==> src/rtl/fetch_unit_if.sv <==
// fetch_unit_if: memory read bus between the instruction fetch unit and memory.
//   memAddr  16  read address            (fetch -> memory)
//   memRd     1  read strobe, held while a request is outstanding
//   memRdy    1  response valid; memData is valid while high (memory -> fetch)
//   memData  16  read data
interface fetch_unit_if;
  logic [15:0] memAddr;
  logic        memRd;
  logic        memRdy;
  logic [15:0] memData;

  modport master (
    output memAddr,
    output memRd,
    input  memRdy,
    input  memData
  );

  modport slave (
    input  memAddr,
    input  memRd,
    output memRdy,
    output memData
  );
endinterface

==> src/rtl/fetch_unit.sv <==
// fetch_unit: instruction fetch sequencer (IDLE -> BUS -> DONE).
// A start seen in IDLE latches PCOut, then a memory read is held until memRdy
// or until TIMEOUT bus cycles pass without a response (sticky err).
// Ports:
//   clk      clock, all state changes on rising edge
//   rst      asynchronous active-low reset
//   start    fetch request, only looked at in IDLE
//   PCOut    address of the instruction to fetch
//   bus      memory read bus (master side: memAddr, memRd out; memRdy, memData in)
//   IR       instruction register, last successfully fetched word
//   ldPC     one-cycle pulse: PC block loads PC+1
//   done     one-cycle pulse: IR was updated by this fetch
//   busy     high whenever not IDLE
//   err      sticky timeout flag, cleared by the next accepted start
module fetch_unit #(
  parameter int unsigned TIMEOUT = 16
) (
  input  logic         clk,
  input  logic         rst,
  input  logic         start,
  input  logic [15:0]  PCOut,
  fetch_unit_if.master bus,
  output logic [15:0]  IR,
  output logic         ldPC,
  output logic         done,
  output logic         busy,
  output logic         err
);

  localparam int unsigned CNT_W = (TIMEOUT > 1) ? $clog2(TIMEOUT) : 1;
  localparam logic [CNT_W-1:0] CNT_LAST = CNT_W'(TIMEOUT - 1);

  typedef enum logic [1:0] {
    IDLE,
    BUS,
    DONE
  } state_t;

  state_t           state;
  logic [15:0]      addr_reg;
  logic [CNT_W-1:0] cnt;
  logic [15:0]      ir_reg;
  logic             rd_reg;
  logic             ldpc_reg;
  logic             done_reg;
  logic             busy_reg;
  logic             err_reg;

  // Outputs are registered alongside the state so they carry no path from
  // inputs and all fall together on reset.
  always_ff @(posedge clk or negedge rst) begin
    if (!rst) begin
      state    <= IDLE;
      addr_reg <= '0;
      cnt      <= '0;
      ir_reg   <= '0;
      rd_reg   <= 1'b0;
      ldpc_reg <= 1'b0;
      done_reg <= 1'b0;
      busy_reg <= 1'b0;
      err_reg  <= 1'b0;
    end else begin
      unique case (state)
        IDLE: begin
          if (start) begin
            addr_reg <= PCOut;
            cnt      <= '0;
            err_reg  <= 1'b0;
            rd_reg   <= 1'b1;
            busy_reg <= 1'b1;
            state    <= BUS;
          end
        end
        BUS: begin
          // A response on the last allowed cycle still counts as success.
          if (bus.memRdy) begin
            ir_reg   <= bus.memData;
            rd_reg   <= 1'b0;
            ldpc_reg <= 1'b1;
            done_reg <= 1'b1;
            state    <= DONE;
          end else if (cnt == CNT_LAST) begin
            err_reg  <= 1'b1;
            rd_reg   <= 1'b0;
            busy_reg <= 1'b0;
            state    <= IDLE;
          end else begin
            cnt <= cnt + 1'b1;
          end
        end
        DONE: begin
          ldpc_reg <= 1'b0;
          done_reg <= 1'b0;
          busy_reg <= 1'b0;
          state    <= IDLE;
        end
        default: begin
          rd_reg   <= 1'b0;
          ldpc_reg <= 1'b0;
          done_reg <= 1'b0;
          busy_reg <= 1'b0;
          state    <= IDLE;
        end
      endcase
    end
  end

  assign bus.memAddr = addr_reg;
  assign bus.memRd   = rd_reg;
  assign IR          = ir_reg;
  assign ldPC        = ldpc_reg;
  assign done        = done_reg;
  assign busy        = busy_reg;
  assign err         = err_reg;

endmodule

==> src/flat_wrapper.sv <==
// flat-port wrapper written by rule: the top's interface ports become plain ports
module fetch_unit_flat 
#(
  parameter int unsigned TIMEOUT = 16
)
  (clk, rst, start, PCOut, IR, ldPC, done, busy, err, bus_memAddr, bus_memRd, bus_memRdy, bus_memData);
  fetch_unit_if bus_i ();
  input  logic clk;
  input  logic rst;
  input  logic start;
  input  logic [15:0] PCOut;
  output logic [15:0] IR;
  output logic ldPC;
  output logic done;
  output logic busy;
  output logic err;
  output wire logic [$bits(bus_i.memAddr)-1:0] bus_memAddr;
  output wire logic [$bits(bus_i.memRd)-1:0] bus_memRd;
  input wire logic [$bits(bus_i.memRdy)-1:0] bus_memRdy;
  input wire logic [$bits(bus_i.memData)-1:0] bus_memData;
  assign bus_memAddr = bus_i.memAddr;
  assign bus_memRd = bus_i.memRd;
  assign bus_i.memRdy = bus_memRdy;
  assign bus_i.memData = bus_memData;
  fetch_unit #(.TIMEOUT(TIMEOUT)) u_core (.clk(clk), .rst(rst), .start(start), .PCOut(PCOut), .bus(bus_i), .IR(IR), .ldPC(ldPC), .done(done), .busy(busy), .err(err));
endmodule
==> config.mk <==
export PLATFORM = sky130hd
export DESIGN_NAME = fetch_unit_flat
export DESIGN_NICKNAME = d
export VERILOG_FILES = /design/src/rtl/fetch_unit_if.sv /design/src/rtl/fetch_unit.sv /design/src/flat_wrapper.sv
export SDC_FILE = /design/constraint.sdc
export NUM_CORES = 1
export LEC_CHECK = 0
export ABC_AREA = 1
export BUFFER_PORTS_ARGS = -buffer_cell sky130_fd_sc_hd__buf_2
export CAP_MARGIN = 20
export CELL_PAD_IN_SITES_DETAIL_PLACEMENT = 1
export CELL_PAD_IN_SITES_GLOBAL_PLACEMENT = 1
export CORE_MARGIN = 3
export CORE_UTILIZATION = 37
export CTS_BUF_LIST = sky130_fd_sc_hd__clkbuf_4 sky130_fd_sc_hd__clkbuf_8
export CTS_CLUSTER_SIZE = 30
export DETAILED_ROUTE_END_ITERATION = 8
export PLACE_DENSITY_LB_ADDON = 0.1
export REMOVE_ABC_BUFFERS = 1
export SETUP_SLACK_MARGIN = 0.2
export SLEW_MARGIN = 20
export SYNTH_ARGS = -nofsm -noshare
export SYNTH_HDL_FRONTEND = slang
export SYNTH_SLANG_ARGS = --single-unit
==> constraint.sdc <==
create_clock -name clk -period 2.55 [get_ports clk]
set_input_delay 0.51 -clock clk [delete_from_list [all_inputs] [get_ports clk]]
set_output_delay 0.51 -clock clk [all_outputs]
set_load 0.01 [all_outputs]
; ---- After elaboration in Yosys (flattened, before gate mapping)
; Index checks and enable logic that the tools add are counted.
; W data, S select, Z words.
[totals]
regBits = 42
latch_bits = 0
mem_bits_rw = 0
rom_bits = 0
inputBits = 36
elab_cells = 50
mem_count = 0
[op_classes]
addsub = 1
multipliers = 0
n_div = 0
n_lt_le_gt_ge = 0
eq_ne = 9
n_shift = 0
muxes = 20
bitwise_logic = 2
reduce_logical = 10
[ops]
columns = op, count
row1 = $mux W4, 3
row2 = $mux W1, 8
row3 = $ne A2 B2 Y1 const B, 4
row4 = $pmux W4 S2, 1
row5 = $reduce_and A2 Y1, 4
row6 = $reduce_and A4 Y1, 2
row7 = $mux W2, 3
row8 = $pmux W1 S2, 3
row9 = $reduce_and A3 Y1, 2
row10 = $add A4 B1 Y4 const B, 1
row11 = $eq A4 B4 Y1 const B, 1
row12 = $pmux W2 S2, 1
row13 = $ne A3 B2 Y1 const B, 1
row14 = $pmux W1 S3, 1
row15 = $eq A2 B1 Y1 const B, 1
row16 = $eq A2 B2 Y1 const B, 1
row17 = $logic_not A2 Y1, 1
row18 = $ne A2 B1 Y1 const B, 1
row19 = $not A1 Y1, 2
row20 = $reduce_bool A2 Y1, 1

; ---- Logic depth before layout (Yosys ltp)
[depth]
word_depth = 4
mapped_depth = 8

; ---- Worst setup path before layout
; OpenSTA, ideal clock, no wires.
[synth_timing]
kind = reg-to-reg
startpoint = register u_core.cnt[0]
endpoint = register u_core.cnt[0]
arrival_time_ps = 1003
setup_slack_ps = 1419
stages_incl_launch_ff = 6
n_path_buf = 0
path_cell_list = dfrtp_1 > ha_1 > nand3_1 > nand2_2 > nand3_1 > o21ai_0
[synth_between]
elab_chain_cells = 4
word_cells_on_any_way = 7
classes_between = add/sub (1) / eq/ne (2) / mux (3) / reduce/logical (1)
[synth_rtl]
columns = item, line_no
row1 = from (decl), fetch_unit.sv:41  ; logic [CNT_W-1:0] cnt;
row2 = from (signal assigned), fetch_unit.sv:88  ; cnt <= cnt + 1'b1;
row3 = $add A4 B1 Y4, fetch_unit.sv:88
row4 = $mux W4, fetch_unit.sv:82  ; end else if (cnt == CNT_LAST) begin
row5 = $mux W4, fetch_unit.sv:76  ; if (bus.memRdy) begin
row6 = $pmux W4 S2, fetch_unit.sv:63  ; unique case (state)
; Parallel ways exist; a longest one is shown, timed or not. The select of a mux whose other input is x is not followed.
; A chain may end at the register's enable or synchronous reset.

; ---- Final worst setup path
[layout_timing]
startpoint = register u_core.state[0]
endpoint = register u_core.addr_reg[7] (netlist: u_core.bus.memAddr[7])
[layout_between]
elab_chain_cells = 2
[layout_rtl]
columns = item, line_no
row1 = from (decl), fetch_unit.sv:39  ; state_t state;
row2 = from (signal assigned), fetch_unit.sv:53  ; state <= IDLE;
row3 = from (signal assigned), fetch_unit.sv:71  ; state <= BUS;
row4 = from (signal assigned), fetch_unit.sv:81  ; state <= DONE;
row5 = $logic_not A2 Y1, fetch_unit.sv:63
row6 = $reduce_and A2 Y1 (no source line), --
row7 = to (signal assigned), fetch_unit.sv:66  ; addr_reg <= PCOut;
row8 = to (decl), fetch_unit.sv:40  ; logic [15:0] addr_reg;
; No other way between the ends.

==> out/qor.csv <==
metric;value;unit
yosysSeqAreaShare;62.4;%
crit_top_cell;nand2_1;
drt_iter0_drc;72;
cts_root_buffer;clkbuf_8;
cts_hold_buf;0;
post-cts-setup-buffers;0;
switchingPower;0.000878;W
post-route-drc-count;0;
tns;0;ns
startpoint_type;register;
crit_chain;nor2_2 > nand2_2 > inv_2 > nand2_1 > nand2_1;
routedWlPerCell;13.1;um
area_growth;28.1;%
setup_viol;0;
maxSlewHeadroom;63.1;%
port_buffers;72;
grt_overflow;0;
antenna_found_initial;0;
fmax;698;MHz
yosysWarnings;0;
cp_top_family;simple AND/OR/NAND/NOR gates;
avgSynthCellArea;8.91;um^2
placed_cells;307;
ys_ff_latch;42;
ir_drop;0.412;mV
rsz0062_at_grt;false;
via_count;1484;
drive_above_1_share;33.8;%
clk_pin_slew_worst_paths;0.07;ns
skew;0.00427;ns
start_util;40.1;%
die_area;5400;um^2
cp-end-kind;register;
rrSetupSlack;1.12;ns
gp_congestion;0.783;
core;4200;um^2
hold_viol;0;
path_class;reg -> reg;
crit_slowest_cell;dfrtp_1;
grt_pass1_wl;6.72;mm
p_int;0.00149;W
power_frac_seq;46.7;%
netlist_instances;189;
cpPeakStageDelay;0.41;ns
clockPowerShare;17.6;%
swShare;37.0;%
netlist_area;1680;um^2
clk_latency;0.29;ns
crit_start;u_core.state[0]$_DFFE_PN0P_;
ys_types;18;
tightest_slew;0.554;ns
required;2.78;ns
rows;23;
cts.sinks;42;
vias_per_cell;4.74;
drtPass1Iterations;4;
nets;301;
r2r_start;u_core.state[0]$_DFFE_PN0P_;
final_antenna_net_count;0;
cts_resized;0;
ioPinCount;73;
cts_buffers;5;
finalNonFillerCells;313;
cp_num_buf_inv;1;
dp_hpwl;3.08;mm
report.final.slew_viol_count;0;
reg2reg_to;u_core.bus.memAddr[7]$_DFFE_PN0P_;
finalCritPeriodShare;56.2;%
h-tree-depth;2;
die_w;73.5;um
comb_power_share;35.7;%
hold_class;in -> async;
clock_path_buffers;2;
diodes;0;
worstPathArrival;1.66;ns
power;0.00237;W
cts_tree;done;
status;complete, no violations;
reg2reg_depth;5;
grt_max_degree;26;
power.leakage;1.28;nW
maxCapViolCount;0;
drt-total-wl;4.09;mm
hold_ws;0.201;ns
fp.dieH;73.5;um
grt_pass1_vias;1504;
grt_use_total;16.2;%
crit_fanout;25;
p_per_area;1100;nW/um^2
fin_crit;1.43;ns
Yosys cell counts:
master,number,area [um^2]
buf_2,2,10.0
buf_4,3,22.5
buf_8,1,15.0
dfrtp_1,42,1050
ha_1,1,12.5
inv_1,3,11.3
inv_2,2,7.51
inv_6,1,8.76
nand2_1,113,424
nand2_2,4,25.0
nand2_4,1,11.3
nand3_1,8,40.0
nand4_1,1,6.26
nor2_1,3,11.3
nor2_2,1,6.26
o21ai_0,1,5.00
o31ai_1,1,7.51
xnor2_1,1,8.76
stage by stage:
| step | area (um^2) | setup slack, ns | util [%] |
|---|---|---|---|
| after floorplan | 1640 | 1.38 | - |
| after global placement | 2070 | 1.02 | 49.4 |
| after detailed placement | 2070 | 1.01 | 49.4 |
| after CTS | 2160 | 1.09 | 51.3 |
| after global routing | 2160 | 0.970 | 51.3 |
| final | 2160 | 1.12 | 51.3 |
area by class of cell:
cell class	instances	area (um^2)
clock buffer	6	82.6
inverter	6	27.5
fill	518	2040
tap	50	62.6
sequential	42	1050
multi-input combinational	135	558
timing repair buffer	74	375
power by group through the flow:
stage	Sequential [W]	Combinational, W	Clock, W
after floorplan	0.00123	0.000325	0
after global placement	0.00112	0.000843	0
after detailed placement	0.00111	0.000868	0
after CTS	0.00111	0.000869	0.000427
after global routing	0.00115	0.000964	0.000445
final	0.00111	0.000847	0.000416
kinds of logic after synthesis:
| group | synth area share [%] |
|---|---|
| buf+inv | 4.46 |
| simple gates | 31.1 |
| flops | 62.4 |
| xor+xnor | 0.520 |
| fa+ha+maj | 0.743 |
| compound gates | 0.743 |
worst register-to-register path, cell delays in order (launching register included):
cell and delay, ns:
dfrtp_1 0.41, nor2_2 0.14, nand2_2 0.31, inv_2 0.35, nand2_1 0.10, nand2_1 0.07
cells in the final DEF, fill, tap and decap left out:
master,count
nor2_1,3
buf_4,2
inv_6,1
nand2_1,113
nand2_2,4
dfrtp_1,42
o21ai_0,1
nor2_2,1
nand4_1,1
ha_1,1
clkbuf_8,6
buf_2,72
nand3_1,8
inv_1,3
nand2_4,1
o31ai_1,1
inv_2,2
xnor2_1,1
layer usage:
metal  track usage (%)  wire length, um
met2              26.2             1900
met4              7.44               86
met5                 0                0
met1              20.2             1800
met3              4.10              312
worst max-delay path by stage:
stage                     slack [ns]                                 to  cells after the start
after floorplan                 1.38  u_core.bus.memAddr[0]$_DFFE_PN0P_                      4
after global placement          1.02  u_core.bus.memAddr[7]$_DFFE_PN0P_                      5
after detailed placement        1.01  u_core.bus.memAddr[7]$_DFFE_PN0P_                      5
after CTS                       1.09  u_core.bus.memAddr[7]$_DFFE_PN0P_                      5
after global routing            0.97  u_core.bus.memAddr[8]$_DFFE_PN0P_                      5
final                           1.12  u_core.bus.memAddr[7]$_DFFE_PN0P_                      5
No activity file was read; power rests on OpenSTA's default activity.
